[src/rtl/ofs_plat_ccip_wr_burst_splitter.sv]
// ofs_plat_ccip_wr_burst_splitter: split Avalon host write bursts into naturally aligned CCI-P c1 packets
//
// Ports:
//   clk, reset_n            clock, asynchronous active-low reset
//   in_*                    Avalon-style write beat stream (address/burstcount/rob sampled on first beat)
//   tx_almfull              FIU c1 almost-full, registered into in_ready
//   tx_*                    registered CCI-P c1 write requests (WRLINE / WRFENCE / INTR)
//   rsp_in_*                FIU c1 responses
//   rsp_valid, rsp_rob_idx  responses mapped back to ROB indices, 1-cycle latency
//   burst_err               sticky flag for illegal burstcount / fence / interrupt usage
//   stat_pkts, stat_lines   saturating issue counters, present only with OFS_PLAT_CCIP_WR_SPLIT_STATS_EN
module ofs_plat_ccip_wr_burst_splitter #(
   parameter int ADDR_WIDTH = 42,
   parameter int DATA_WIDTH = 512,
   parameter int BURST_CNT_WIDTH = 7,
   parameter int ROB_IDX_WIDTH = 9,
   parameter int N_INTR_VECTORS = 4
) (
   input  logic                       clk,
   input  logic                       reset_n,
   input  logic                       in_valid,
   output logic                       in_ready,
   input  logic [ADDR_WIDTH-1:0]      in_address,
   input  logic [BURST_CNT_WIDTH-1:0] in_burstcount,
   input  logic [DATA_WIDTH-1:0]      in_data,
   input  logic [ROB_IDX_WIDTH-1:0]   in_rob_idx,
   input  logic                       in_fence,
   input  logic                       in_intr,
   input  logic                       tx_almfull,
   output logic                       tx_valid,
   output logic                       tx_sop,
   output logic [1:0]                 tx_cl_len,
   output logic [1:0]                 tx_req_type,
   output logic [ADDR_WIDTH-1:0]      tx_address,
   output logic [15:0]                tx_mdata,
   output logic [DATA_WIDTH-1:0]      tx_data,
   input  logic                       rsp_in_valid,
   input  logic [1:0]                 rsp_in_type,
   input  logic [15:0]                rsp_in_mdata,
   output logic                       rsp_valid,
   output logic [ROB_IDX_WIDTH-1:0]   rsp_rob_idx,
`ifdef OFS_PLAT_CCIP_WR_SPLIT_STATS_EN
   output logic [31:0]                stat_pkts,
   output logic [31:0]                stat_lines,
`endif
   output logic                       burst_err
);
   localparam int VW = (N_INTR_VECTORS > 1) ? $clog2(N_INTR_VECTORS) : 1;
   typedef enum logic {BURST_START, IN_BURST} state_t;
   state_t state;
   logic [BURST_CNT_WIDTH-1:0] rem;
   logic [1:0] pkt_left;
   logic [ADDR_WIDTH-1:0] pkt_base, cur_addr;
   logic [ROB_IDX_WIDTH-1:0] cur_rob;
   logic [ROB_IDX_WIDTH-1:0] intr_rob [N_INTR_VECTORS];
   logic accept, start, new_pkt, special, bad_cmd;
   logic [BURST_CNT_WIDTH-1:0] src_r;
   logic [ADDR_WIDTH-1:0] src_a;
   logic [ROB_IDX_WIDTH-1:0] src_rob;
   logic [2:0] len;
   logic [1:0] line;
   logic [VW-1:0] vec;
   logic unused_mdata;
   assign unused_mdata = ^rsp_in_mdata;
   // A new packet takes its source either from the first beat or from the saved burst position.
   always_comb begin
      accept = in_valid && in_ready;
      start = state == BURST_START;
      new_pkt = start || pkt_left == 2'd0;
      src_r = !start ? rem : (in_burstcount == '0 ? BURST_CNT_WIDTH'(1) : in_burstcount);
      src_a = start ? in_address : cur_addr;
      src_rob = start ? in_rob_idx : cur_rob;
      len = (src_r > BURST_CNT_WIDTH'(3) && src_a[1:0] == 2'b00) ? 3'd4 :
            (src_r > BURST_CNT_WIDTH'(1) && !src_a[0]) ? 3'd2 : 3'd1;
      special = start && in_burstcount == BURST_CNT_WIDTH'(1) && (in_fence || in_intr);
      bad_cmd = ((in_fence || in_intr) && !special) || (start && in_burstcount == '0);
      line = tx_cl_len + 2'd1 - pkt_left;
      vec = in_address[VW-1:0];
   end
   always_ff @(posedge clk or negedge reset_n) begin
      if (!reset_n) begin
         state <= BURST_START;
         rem <= '0;
         pkt_left <= '0;
         pkt_base <= '0;
         cur_addr <= '0;
         cur_rob <= '0;
         in_ready <= 1'b0;
         tx_valid <= 1'b0;
         tx_sop <= 1'b0;
         tx_cl_len <= '0;
         tx_req_type <= '0;
         tx_address <= '0;
         tx_mdata <= '0;
         tx_data <= '0;
         rsp_valid <= 1'b0;
         rsp_rob_idx <= '0;
         burst_err <= 1'b0;
      end else begin
         in_ready <= !tx_almfull;
         tx_valid <= accept;
         rsp_valid <= rsp_in_valid;
         rsp_rob_idx <= rsp_in_type == 2'd2 ? intr_rob[rsp_in_mdata[VW-1:0]] : rsp_in_mdata[ROB_IDX_WIDTH-1:0];
         if (accept) begin
            burst_err <= burst_err || bad_cmd;
            tx_data <= in_data;
            if (new_pkt) begin
               tx_sop <= 1'b1;
               tx_cl_len <= 2'(len - 3'd1);
               tx_req_type <= special ? (in_intr ? 2'd2 : 2'd1) : 2'd0;
               tx_address <= src_a;
               tx_mdata <= (special && in_intr) ? 16'(vec) : 16'(src_rob);
               rem <= src_r - BURST_CNT_WIDTH'(len);
               cur_addr <= src_a + ADDR_WIDTH'(len);
               cur_rob <= src_rob + ROB_IDX_WIDTH'(len);
               pkt_base <= src_a;
               pkt_left <= 2'(len - 3'd1);
               state <= src_r == BURST_CNT_WIDTH'(1) ? BURST_START : IN_BURST;
            end else begin
               tx_sop <= 1'b0;
               tx_req_type <= 2'd0;
               tx_address <= {pkt_base[ADDR_WIDTH-1:2], pkt_base[1:0] | line};
               pkt_left <= pkt_left - 2'd1;
               state <= (rem == '0 && pkt_left == 2'd1) ? BURST_START : IN_BURST;
            end
         end
      end
   end
   // Interrupt table is deliberately unreset; reads above see the pre-write value.
   always_ff @(posedge clk) begin
      if (accept && special && in_intr)
         intr_rob[vec] <= in_rob_idx;
   end
`ifdef OFS_PLAT_CCIP_WR_SPLIT_STATS_EN
   always_ff @(posedge clk or negedge reset_n) begin
      if (!reset_n) begin
         stat_pkts <= '0;
         stat_lines <= '0;
      end else if (tx_valid) begin
         stat_lines <= stat_lines == '1 ? stat_lines : stat_lines + 32'd1;
         stat_pkts <= (tx_sop && stat_pkts != '1) ? stat_pkts + 32'd1 : stat_pkts;
      end
   end
`endif
endmodule

[config.mk]
export PLATFORM = sky130hd
export DESIGN_NAME = ofs_plat_ccip_wr_burst_splitter
export DESIGN_NICKNAME = d
export VERILOG_FILES = /design/src/rtl/ofs_plat_ccip_wr_burst_splitter.sv
export SDC_FILE = /design/constraint.sdc
export NUM_CORES = 1
export LEC_CHECK = 0
export ABC_CLOCK_PERIOD_IN_PS = 5260
export CORE_AREA = 2 2 457 459
export DETAILED_ROUTE_END_ITERATION = 7
export DIE_AREA = 0 0 459 461
export HOLD_SLACK_MARGIN = 0.15
export PLACE_DENSITY = 0.4
export SLEW_MARGIN = 20
export SYNTH_ARGS = -nofsm -noshare
export SYNTH_HDL_FRONTEND = slang
export SYNTH_SLANG_ARGS = --single-unit
[constraint.sdc]
create_clock -name clk -period 5.26 [get_ports clk]
set_input_delay 1.052 -clock clk [delete_from_list [all_inputs] [get_ports clk]]
set_output_delay 1.052 -clock clk [all_outputs]
set_load 0.05 [all_outputs]
**Word-level counts from Yosys, hierarchy flattened**

Memories as Yosys holds them, arrays and structs flattened.
Index checks and enable logic that the tools add are counted.

- Divide/modulo/power cells: 0
- $lt $le $gt $ge: 2
- Bitwise gates (word level): 2
- Shifts and indexed selects: 0
- Eq/ne operators: 4
- Muxes and demuxes: 19
- Add/subtract/negate cells: 7
- $mul: 0
- Reductions and logical operators: 23

Operators with widths:

| kind | number |
|---|---|
| $mux W42 | 2 |
| $add A42 B3 Y42 | 1 |
| $mux W9 | 3 |
| $eq A7 B1 Y1 const B | 2 |
| $logic_not A7 Y1 | 2 |
| $mux W7 | 2 |
| $logic_and A1 B1 Y1 | 11 |
| $mux W2 | 5 |
| $add A9 B3 Y9 | 1 |
| $gt A7 B1 Y1 const B | 1 |
| $gt A7 B2 Y1 const B | 1 |
| $sub A7 B3 Y7 | 1 |
| $mux W1 | 6 |
| $logic_not A2 Y1 | 2 |
| $logic_or A1 B1 Y1 | 4 |
| $sub A2 B1 Y2 const B | 2 |
| $logic_not A1 Y1 | 3 |
| $mux W3 | 1 |
| $add A2 B1 Y2 const B | 1 |
| $eq A2 B1 Y1 const B | 1 |
| $eq A2 B2 Y1 const B | 1 |
| $or A2 B2 Y2 | 1 |
| $reduce_and A2 Y1 | 1 |
| $sub A2 B2 Y2 | 1 |
| $not A1 Y1 | 1 |

- Logic and storage cells: 75
- Output and inout bits: 588
- Bits in read-only memories: 0
- Memories: 1
- Register bits after elaboration: 691
- Memory bits (writable): 36
- Bits in latches: 0
- Input bits: 595

Memories:

| memory | depth | bits a word | rd ports | clocked after memory_dff | wr ports | RTL line | RTL |
|---|---|---|---|---|---|---|---|
| intr_rob | 4 | 9 | 1 | 0 | 1 | 55 | `logic [ROB_IDX_WIDTH-1:0] intr_rob [N_INTR_VECTORS];` |

**Longest topological paths before layout**

Gate-level depths: netlist of run 1.

- Word-level depth: 9
- Depth in mapped cells: 16
- Depth with buffers taken out: 13

**Least setup slack after synthesis of run 1**

Ideal clock, no wire load.

- Path kind: in2reg
- Start point: in in_burstcount[3]
- End point: reg cur_addr[32]
- Stages: 12
- Setup time: 0.065 ns
- Required time: 5.195 ns
- Slack: 1.179 ns
- Path buffers: 0
- Data arrival time: 4.016 ns
- Cells stage by stage: nor2_1 -> and3_1 -> o21ai_0 -> nand2_1 -> or2_2 -> fa_1 -> nand2b_1 -> a221oi_4 -> nand3_2 -> or4_4 -> a21oi_1 -> o22a_1

- Longest elaborated chain between the ends: 8
- Elaborated cells on any way between the ends: 10
- Classes of those cells: add/sub: 1; order compare: 2; mux: 4; reduce/logical: 3

RTL lines:

| element | RTL line | RTL |
|---|---|---|
| start: declaration | 24 | `input logic [BURST_CNT_WIDTH-1:0] in_burstcount,` |
| $logic_not A7 Y1 | 70 | `src_r = !start ? rem : (in_burstcount == '0 ? BURST_CNT_WIDTH'(1) : in_burstcount);` |
| $mux W7 * (2 in series) | 70 |  |
| $gt A7 B1 Y1 | 74 | `(src_r > BURST_CNT_WIDTH'(1) && !src_a[0]) ? 3'd2 : 3'd1;` |
| $logic_and A1 B1 Y1 | 74 |  |
| $mux W2 | 74 |  |
| $mux W3 * | 73 | `len = (src_r > BURST_CNT_WIDTH'(3) && src_a[1:0] == 2'b00) ? 3'd4 :` |
| $add A42 B3 Y42 * | 114 | `cur_addr <= src_a + ADDR_WIDTH'(len);` |
| end signal: assignment | 114 |  |
| end: declaration | 53 | `logic [ADDR_WIDTH-1:0] pkt_base, cur_addr;` |

Mark *: on every way between the ends. The rest lies on a longest branch, timed or not.
A chain may end at the register's enable or synchronous reset.

**Worst setup path in the final report of run 1**

- Start point: in in_burstcount[5]
- End point: reg cur_addr[36]

Same word-level chain as after synthesis.

==> impl_summary.md, run 1 <==
Run status
The flow ran to the end, and the final reports show no timing, DRC or antenna violations.

Setup path
The type of element launching the critical path is an input port. The cell repeated most along the worst path is o21ai_0. The signal on the critical path passes through clkdlybuf4s50_1, nor2_1, and3_1, o21ai_0, nand2_1, or2_2, fa_1, nand2b_1, a221oi_4, nand3_2, buf_4, nor4_1, xor2_1, o21ai_0. The slowest stage of the critical path belongs to the cell clkdlybuf4s50_1. The critical path buffer and inverter count is 2. The critical path is of the in2reg type. The required time reported for the critical path endpoint is just under 6 ns. The largest single stage delay on the critical path is 0.55 ns. The cell family contributing the most delay on the critical path is simple AND/OR/NAND/NOR gates. The maximum fanout along the worst path is 5.

The data arrival at the endpoint of the critical path is slightly below 5 ns. The setup slack on the worst flop-to-flop path is between 1 and 1.5 ns. The worst setup path is captured at a flop.

Die
The I/O pin count is around 1200. The die covers 0.212 mm2. For this configuration, the core starts out at a cell density of around 15%. The region available for standard cell placement spans between 0.2 and 0.25 mm2. The floorplan has around 170 rows. The horizontal die dimension is ~460 um. The die is approximately 460 um tall.

Finish
The fraction of final layout cells sized beyond drive strength 1 is 6.12%. The final net count is ~5100. The post-synthesis to final-layout area growth is 61.4%.

The leading cell type in the layout, fill and taps excluded is nand2_1. In the layout the commonest cells are nand2_1 (1710), clkdlybuf4s50_1 (1167), dfrtp_1 (683).

Synth
Synthesis inferred 720 register bits. The total standard cell area after synthesis is between 0.03 and 0.04 mm2. The fraction of registers with async set or reset after synthesis is 95.0%. Averaged over all synthesized cells, the footprint is 9.09 um2. The main flop type after synthesis is dfrtp_1.

The count of different cell masters after synthesis is 80. The number of synthesized flops with an enable pin is 36. Yosys printed 0 warnings. The post-synthesis sequential area ratio is a little over 60%. Synthesis produced a netlist whose cell count is around 3300.

Timing
For the final database, setup skew stands at about 0.060 ns. The total negative slack is 0 ns. The final number of max-transition violations is 0. The transition time at the pin with the least slew margin is about 1.0 ns. Setup repair after global routing left no endpoint under its margin. The number of setup violations in the final report is 0.

The final-report hold violation count came to 0. Timing would allow up to approximately 0.24 GHz. Measured against its own limit, the worst slew margin works out to approximately a third. The post-route fraction of the period consumed by the critical path is between 80% and 90%. The worst path in the final design needs a cycle of 4.25 ns, including I/O delays and setup.

CTS
The CTS root buffer is clkbuf_16. The number of gates resized after CTS is 0. The total CTS buffers is 96. The clock latency of the later-clocked register in the worst-skew pair is 0.76 ns. The clock edge transition at the registers on the reported setup and hold paths is 0.06 ns. Buffers added to address setup during post-CTS repair amount to 0.

The H-tree was split into 3 levels. TritonCTS built the clock tree. Counting every sink on the clock net gives 720.

The hold buffer count at CTS is 0. In this run the deepest clock path goes through 3 buffers.

Drt
The pre-antenna-repair detailed-routing pass consisted of 5 iterations. After the first detailed-routing iteration, the DRC count stood at 1616. For this run, design rule violations remaining after detail routing come to 0. In this run the remaining antenna-violating nets after routing total 0. In the routed layout, each cell is associated on average with a via count of 3.82. The total via count after detailed routing is between 20000 and 30000. In the final routed layout, each cell accounts on average for ~24 um. The total wirelength of the detailed-routed design is ~170000 um.

Global route
The first global-routing pass estimated between 200000 and 250000 um of wire. Global routing used roughly 16% of the available tracks across all layers. The number of global-route vias before repair is 28000.

The sum of overflow across all layers after global routing is 0. Entering global routing, the biggest net connects approximately 150 pins. The number of antenna violations at the first check in global routing is 91.

Pwr
Across the VDD grid, the largest voltage drop is 0.261 mV. Power comes to about 23 mW. For this design the ratio of total power to cell area is between 400 and 500 mW/mm2. The static leakage power is between 20 and 25 nW.

Flow run
The number of max-capacitance violations reported is 0.

Place
Input and output buffers added on the ports amount to approximately 1200. The half-perimeter wire length after detailed placement is 136000 um. The global placement routability congestion is around 0.84.

Min path
The class of the tightest hold or removal check is in2async.
==> per-layer routing <==
metal	share of wire, %	vias to the layer above	GRT usage, %
li1	-	12900	-
met1	41	13500	19.2
met2	48	963	26.2
met3	8.8	297	6.10
met4	2.4	74	3.93
met5	0.27	-	0
==> cell usage after synthesis, types with 10 or more instances <==
cell type	instances	area (um2)
nand3_1	28	140
clkbuf_1	155	582
o21ai_0	100	500
ha_1	11	138
a21oi_1	108	541
buf_4	12	90.1
o31ai_1	10	75.1
buf_2	11	55.1
buf_1	12	45.0
inv_1	11	41.3
nor2_1	102	383
mux2i_1	61	611
nor3_1	12	60.1
xor2_1	25	219
dfrtp_1	684	17100
nor2b_1	13	81.3
nand3b_1	10	75.1
xnor2_1	25	219
edfxtp_1	36	1080
mux2_2	15	169
nand2_1	1712	6430
==> through the flow <==
stage | area, um2 | hold WS (ns) | utilization, % | std cells | setup WS (ns)
global placement | 45000 | 0.456 | 21.8 | 7051 | 0.247
finish | 48600 | 0.352 | 23.5 | 7255 | 1.01
detailed placement | 45000 | 0.461 | 21.8 | 7051 | 0.235
CTS | 48500 | 0.300 | 23.5 | 7231 | 1.10
global route | 48500 | 0.330 | 23.5 | 7236 | 0.774
floorplan | 30100 | 0.440 | - | 3315 | 1.18
==> kinds of logic (layout without fill, tap and decap cells) <==
group                      Yosys count  count (layout)  share of synthesized area, %
AOI/OAI and AO/OA                  294             294                          5.85
xor gates and xnor gates            50              50                          1.46
adders and majority gates           13              13                         0.590
buffers and inverters              206            1418                          2.85
DFF                                720             720                          60.5
muxes                               84              84                          3.16
other                                1              31                        0.0125
and+or+nand+nor                   1941            1941                          25.6
==> worst paths after layout <==
check | cells after the start | start | endpoint
min | 1 | reset_n | tx_address[5]$_DFFE_PN0P_
min reg2reg | 1 | burst_err$_DFFE_PN0P_ | burst_err$_DFFE_PN0P_
max in group asynchronous | 2 | reset_n | tx_data[311]$_DFFE_PN0P_
max | 14 | in_burstcount[5] | cur_addr[36]$_DFFE_PN0P_
max reg2reg | 13 | state$_DFFE_PN0P_ | cur_addr[36]$_DFFE_PN0P_
min in group clk | 1 | burst_err$_DFFE_PN0P_ | burst_err$_DFFE_PN0P_
==> area by class of cell <==
| class | count | area (um2) |
|---|---|---|
| clock inverter | 41 | 603 |
| timing repair buffer | 1225 | 12300 |
| inverter | 13 | 56.3 |
| tap | 2704 | 3380 |
| sequential | 720 | 18200 |
| fill | 22500 | 158000 |
| multi-input combinational | 2389 | 11100 |
| clock buffer | 139 | 2860 |
| antenna | 24 | 60.1 |
==> flip-flops by register name, summed over array words and instances (netlist names) <==
name	cells
tx_cl_len	2
tx_address	42
state	1
pkt_left	2
tx_req_type	2
rsp_valid	1
tx_data	512
intr_rob	36
cur_rob	9
pkt_base	42
in_ready	1
tx_mdata	9
rem	7
tx_valid	1
burst_err	1
tx_sop	1
cur_addr	42
rsp_rob_idx	9
==> report_power, final <==
| group | leakage [nW] | switching (mW) | internal (mW) | total, mW |
|---|---|---|---|---|
| sequential | 8.74 | 0.745 | 6.64 | 7.39 |
| clock | 1.71 | 2.92 | 4.26 | 7.18 |
| combinational | 11.4 | 5.81 | 2.92 | 8.73 |
| total | 21.9 | 9.47 | 13.8 | 23.3 |
Power figures use the tool's default switching activity.
==> run 2, diff against run 1 <==
--- a/config.mk
+++ b/config.mk
@@ -5,7 +5,7 @@
 export SDC_FILE = /design/constraint.sdc
 export NUM_CORES = 1
 export LEC_CHECK = 0
-export ABC_CLOCK_PERIOD_IN_PS = 5260
+export ABC_CLOCK_PERIOD_IN_PS = 3950
 export CORE_AREA = 2 2 457 459
 export DETAILED_ROUTE_END_ITERATION = 7
 export DIE_AREA = 0 0 459 461
==> constraint.sdc (replaced) <==
create_clock -name clk -period 3.95 [get_ports clk]
set_input_delay 0.79 -clock clk [delete_from_list [all_inputs] [get_ports clk]]
set_output_delay 0.79 -clock clk [all_outputs]
set_load 0.05 [all_outputs]
==> run 2 against run 1 <==
Total power rose by 33%; clock skew up 0.010 ns; critical path depth grew 2; register-to-register slack got worse by 0.98 ns.
==> impl_summary.md, run 2 (synthesis gave the netlist of run 1 again) <==
Pwr
The static leakage power is between 20 and 25 nW. The overall power of the completed layout is 30.9 mW. The worst supply voltage drop on vdd is approximately 0.36 mV. For this design the ratio of total power to cell area is around 630 mW/mm2.

Drt
The number of design-rule violations left by the first detailed-router iteration is roughly 1600. The total via count after detailed routing is between 20000 and 30000. After detailed routing, the number of remaining DRC violations is 0. The total wirelength of the detailed-routed design is between 150000 and 200000 um. In the routed layout, each cell is associated on average with a via count of about 3.8. The average routed wire per standard cell is between 20 and 25 um. Once detail routing completed, the nets flagged for antenna violations numbered 0.

Before antenna repair, the detailed router went through 5 iterations.

CTS
The total number of clock tree sinks is a little over 700. The clock tree from TritonCTS is done. The tree is rooted in a clkbuf_16.

The clock latency of the later-clocked register in the worst-skew pair is approximately 0.75 ns. The number of gates resized after CTS is 0. The total CTS buffers is 97. In this run the number of H-tree levels came out at 3. Once the clock tree was built, the setup fixing pass inserted 0 buffers.

Buffers inserted to repair hold after CTS numbered 1. The clock edge transition at the registers on the reported setup and hold paths is roughly 0.060 ns. In this run the deepest clock path goes through 3 buffers.

Finish
Cells with a size suffix above 1 make up about 7% of the layout. Compared with the post-synthesis result, the final layout area differs by 62.4%. The leading cell type in the layout, fill and taps excluded is nand2_1.

In the layout the commonest cells are nand2_1 (1710), clkdlybuf4s50_1 (1166), dfrtp_1 (683). The number of flip-flops in the largest register is between 500 and 600. For this run, the post-layout net count is around 5100. The largest register by flop count is tx_data. Cells fill roughly a quarter of the core in the end.

Timing
Setup repair after global routing left no endpoint under its margin. The final-report hold violation count was 0. Measured against its own limit, the worst slew margin works out to 17.7%. After layout, the minimum clock period comes to around 3.8 ns. For the final database, setup skew stands at 0.0702 ns. The final number of max-transition violations is 0.

Static timing analysis puts the maximum clock frequency at between 0.2 and 0.3 GHz. The number of setup violations in the final report is 0. For the pin with the worst max-slew slack, the measured transition is between 1 and 1.5 ns.

The worst path uses around 96% of the clock period.

Place
The number of buffers inserted by port buffering is between 1000 and 1500. Detailed placement finished with a half-perimeter wire length of ~140000 um. The global placement routability congestion is 0.844.

Setup path
At the worst endpoint, the arrival time is between 4 and 5 ns. For this design, the slowest cell found on the critical path is clkdlybuf4s50_1. The critical path's largest stage delay is roughly 0.5 ns. The signal on the critical path passes through clkdlybuf4s50_1, nor2_1, and3_1, o21ai_0, nand2_1, or2_2, fa_1, nand2b_1, a221oi_4, buf_12, nand3_2, buf_4, buf_4, nor3b_1, xor2_1, o21ai_0. The worst setup path is launched from an input port. The category of the most critical setup path is in2reg.

In this run the critical register-to-register path is launched from rem[5]$_DFFE_PN0P_. The critical path buffer and inverter count is 4. The sort of element at the end of the critical path is a flop.

The origin of the worst setup path is in_burstcount[5]. Broken down by cell family, the worst path's largest delay share belongs to simple AND/OR/NAND/NOR gates. Data on the critical path is required at its endpoint by around 4.6 ns. The maximum fanout along the worst path is 7.

Run status
The run finished with clean final reports.

Global route
The global-route wire length before repair is around 240000 um. The number of antenna violations at the first check in global routing came to 66. The total routing usage reported by global routing is 15.8%. Entering global routing, the biggest net connects between 150 and 200 pins. After global routing the overflow that remains totals 0. The number of global-route vias before repair is 28200.

Die
The floorplan step defined a die boundary enclosing 0.212 mm2. The floorplan step defined a core boundary enclosing between 0.2 and 0.25 mm2. ~1200 I/O pins were placed.

From left edge to right edge, the die measures ~460 um. The initial core utilization is between 10% and 20%. The cell row count is 167. The floorplan die height is ~460 um.

Flow run
The number of max-capacitance violations reported is 0.

Min path
In this run the most critical hold path is launched from tx_data[139]$_DFFE_PN0P_. The class of the tightest hold or removal check is reg2reg.
## run 2: where the power goes
| group | total (mW) | leakage (nW) | internal [mW] | switching [mW] |
|---|---|---|---|---|
| Clock | 9.19 | 1.61 | 5.35 | 3.84 |
| Combinational | 11.9 | 11.7 | 4.10 | 7.82 |
| Sequential | 9.80 | 8.74 | 8.85 | 0.950 |
## run 2: final timing paths
| path | end | slack (ns) | depth (start not counted) |
|---|---|---|---|
| max | cur_addr[30]$_DFFE_PN0P_ | 0.15 | 16 |
| min | tx_data[139]$_DFFE_PN0P_ | 0.47 | 2 |
| max reg2reg | cur_addr[30]$_DFFE_PN0P_ | 0.26 | 15 |
| min reg2reg | tx_data[139]$_DFFE_PN0P_ | 0.47 | 2 |
| max in group asynchronous | tx_data[491]$_DFFE_PN0P_ | 2.13 | 3 |
| min in group asynchronous | tx_data[398]$_DFFE_PN0P_ | 0.75 | 2 |
## run 2: worst reg2reg max path: stages, from the launching register on
cell and delay (ns):
dfrtp_1 0.41, nor4_1 0.39, buf_4 0.19, and2_1 0.18, nor3_1 0.07, or2_2 0.32
fa_1 0.42, nand2b_1 0.21, a221oi_4 0.34, buf_12 0.17, nand3_2 0.10, buf_4 0.21
buf_4 0.14, nor3b_1 0.22, xor2_1 0.16, o21ai_0 0.08
## run 2: metrics by stage
stage / setup WS, ns / instances / setup TNS (ns) / area, um2 / hold slack (ns)
2_1_floorplan: 0.131 / 3315 / 0 / 30100 / 0.440
3_3_place_gp: -0.619 / 7110 / -11.39 / 45500 / 0.456
3_5_place_dp: -0.602 / 7110 / -10.99 / 45500 / 0.461
4_1_cts: 0.252 / 7290 / 0 / 48800 / 0.416
5_1_grt: 0.000886 / 7294 / 0 / 48900 / 0.442
6_report: 0.155 / 7307 / 0 / 48900 / 0.470
## run 2: per-layer routing
metal,vias to the layer above,share of wire (%),track usage (%)
li1,13000,-,-
met1,13600,41,19.2
met2,949,48,26.4
met3,263,8.0,5.63
met4,48,2.6,4.00
met5,-,0.16,0
## run 2: layout make-up
| cell class | count | area, um2 |
|---|---|---|
| fill | 22500 | 158000 |
| sequential | 720 | 18200 |
| timing repair buffer | 1285 | 12800 |
| multi-input combinational | 2389 | 11100 |
| tap | 2704 | 3380 |
| clock buffer | 137 | 2790 |
| clock inverter | 42 | 517 |
| inverter | 13 | 56.3 |
| antenna | 17 | 42.5 |
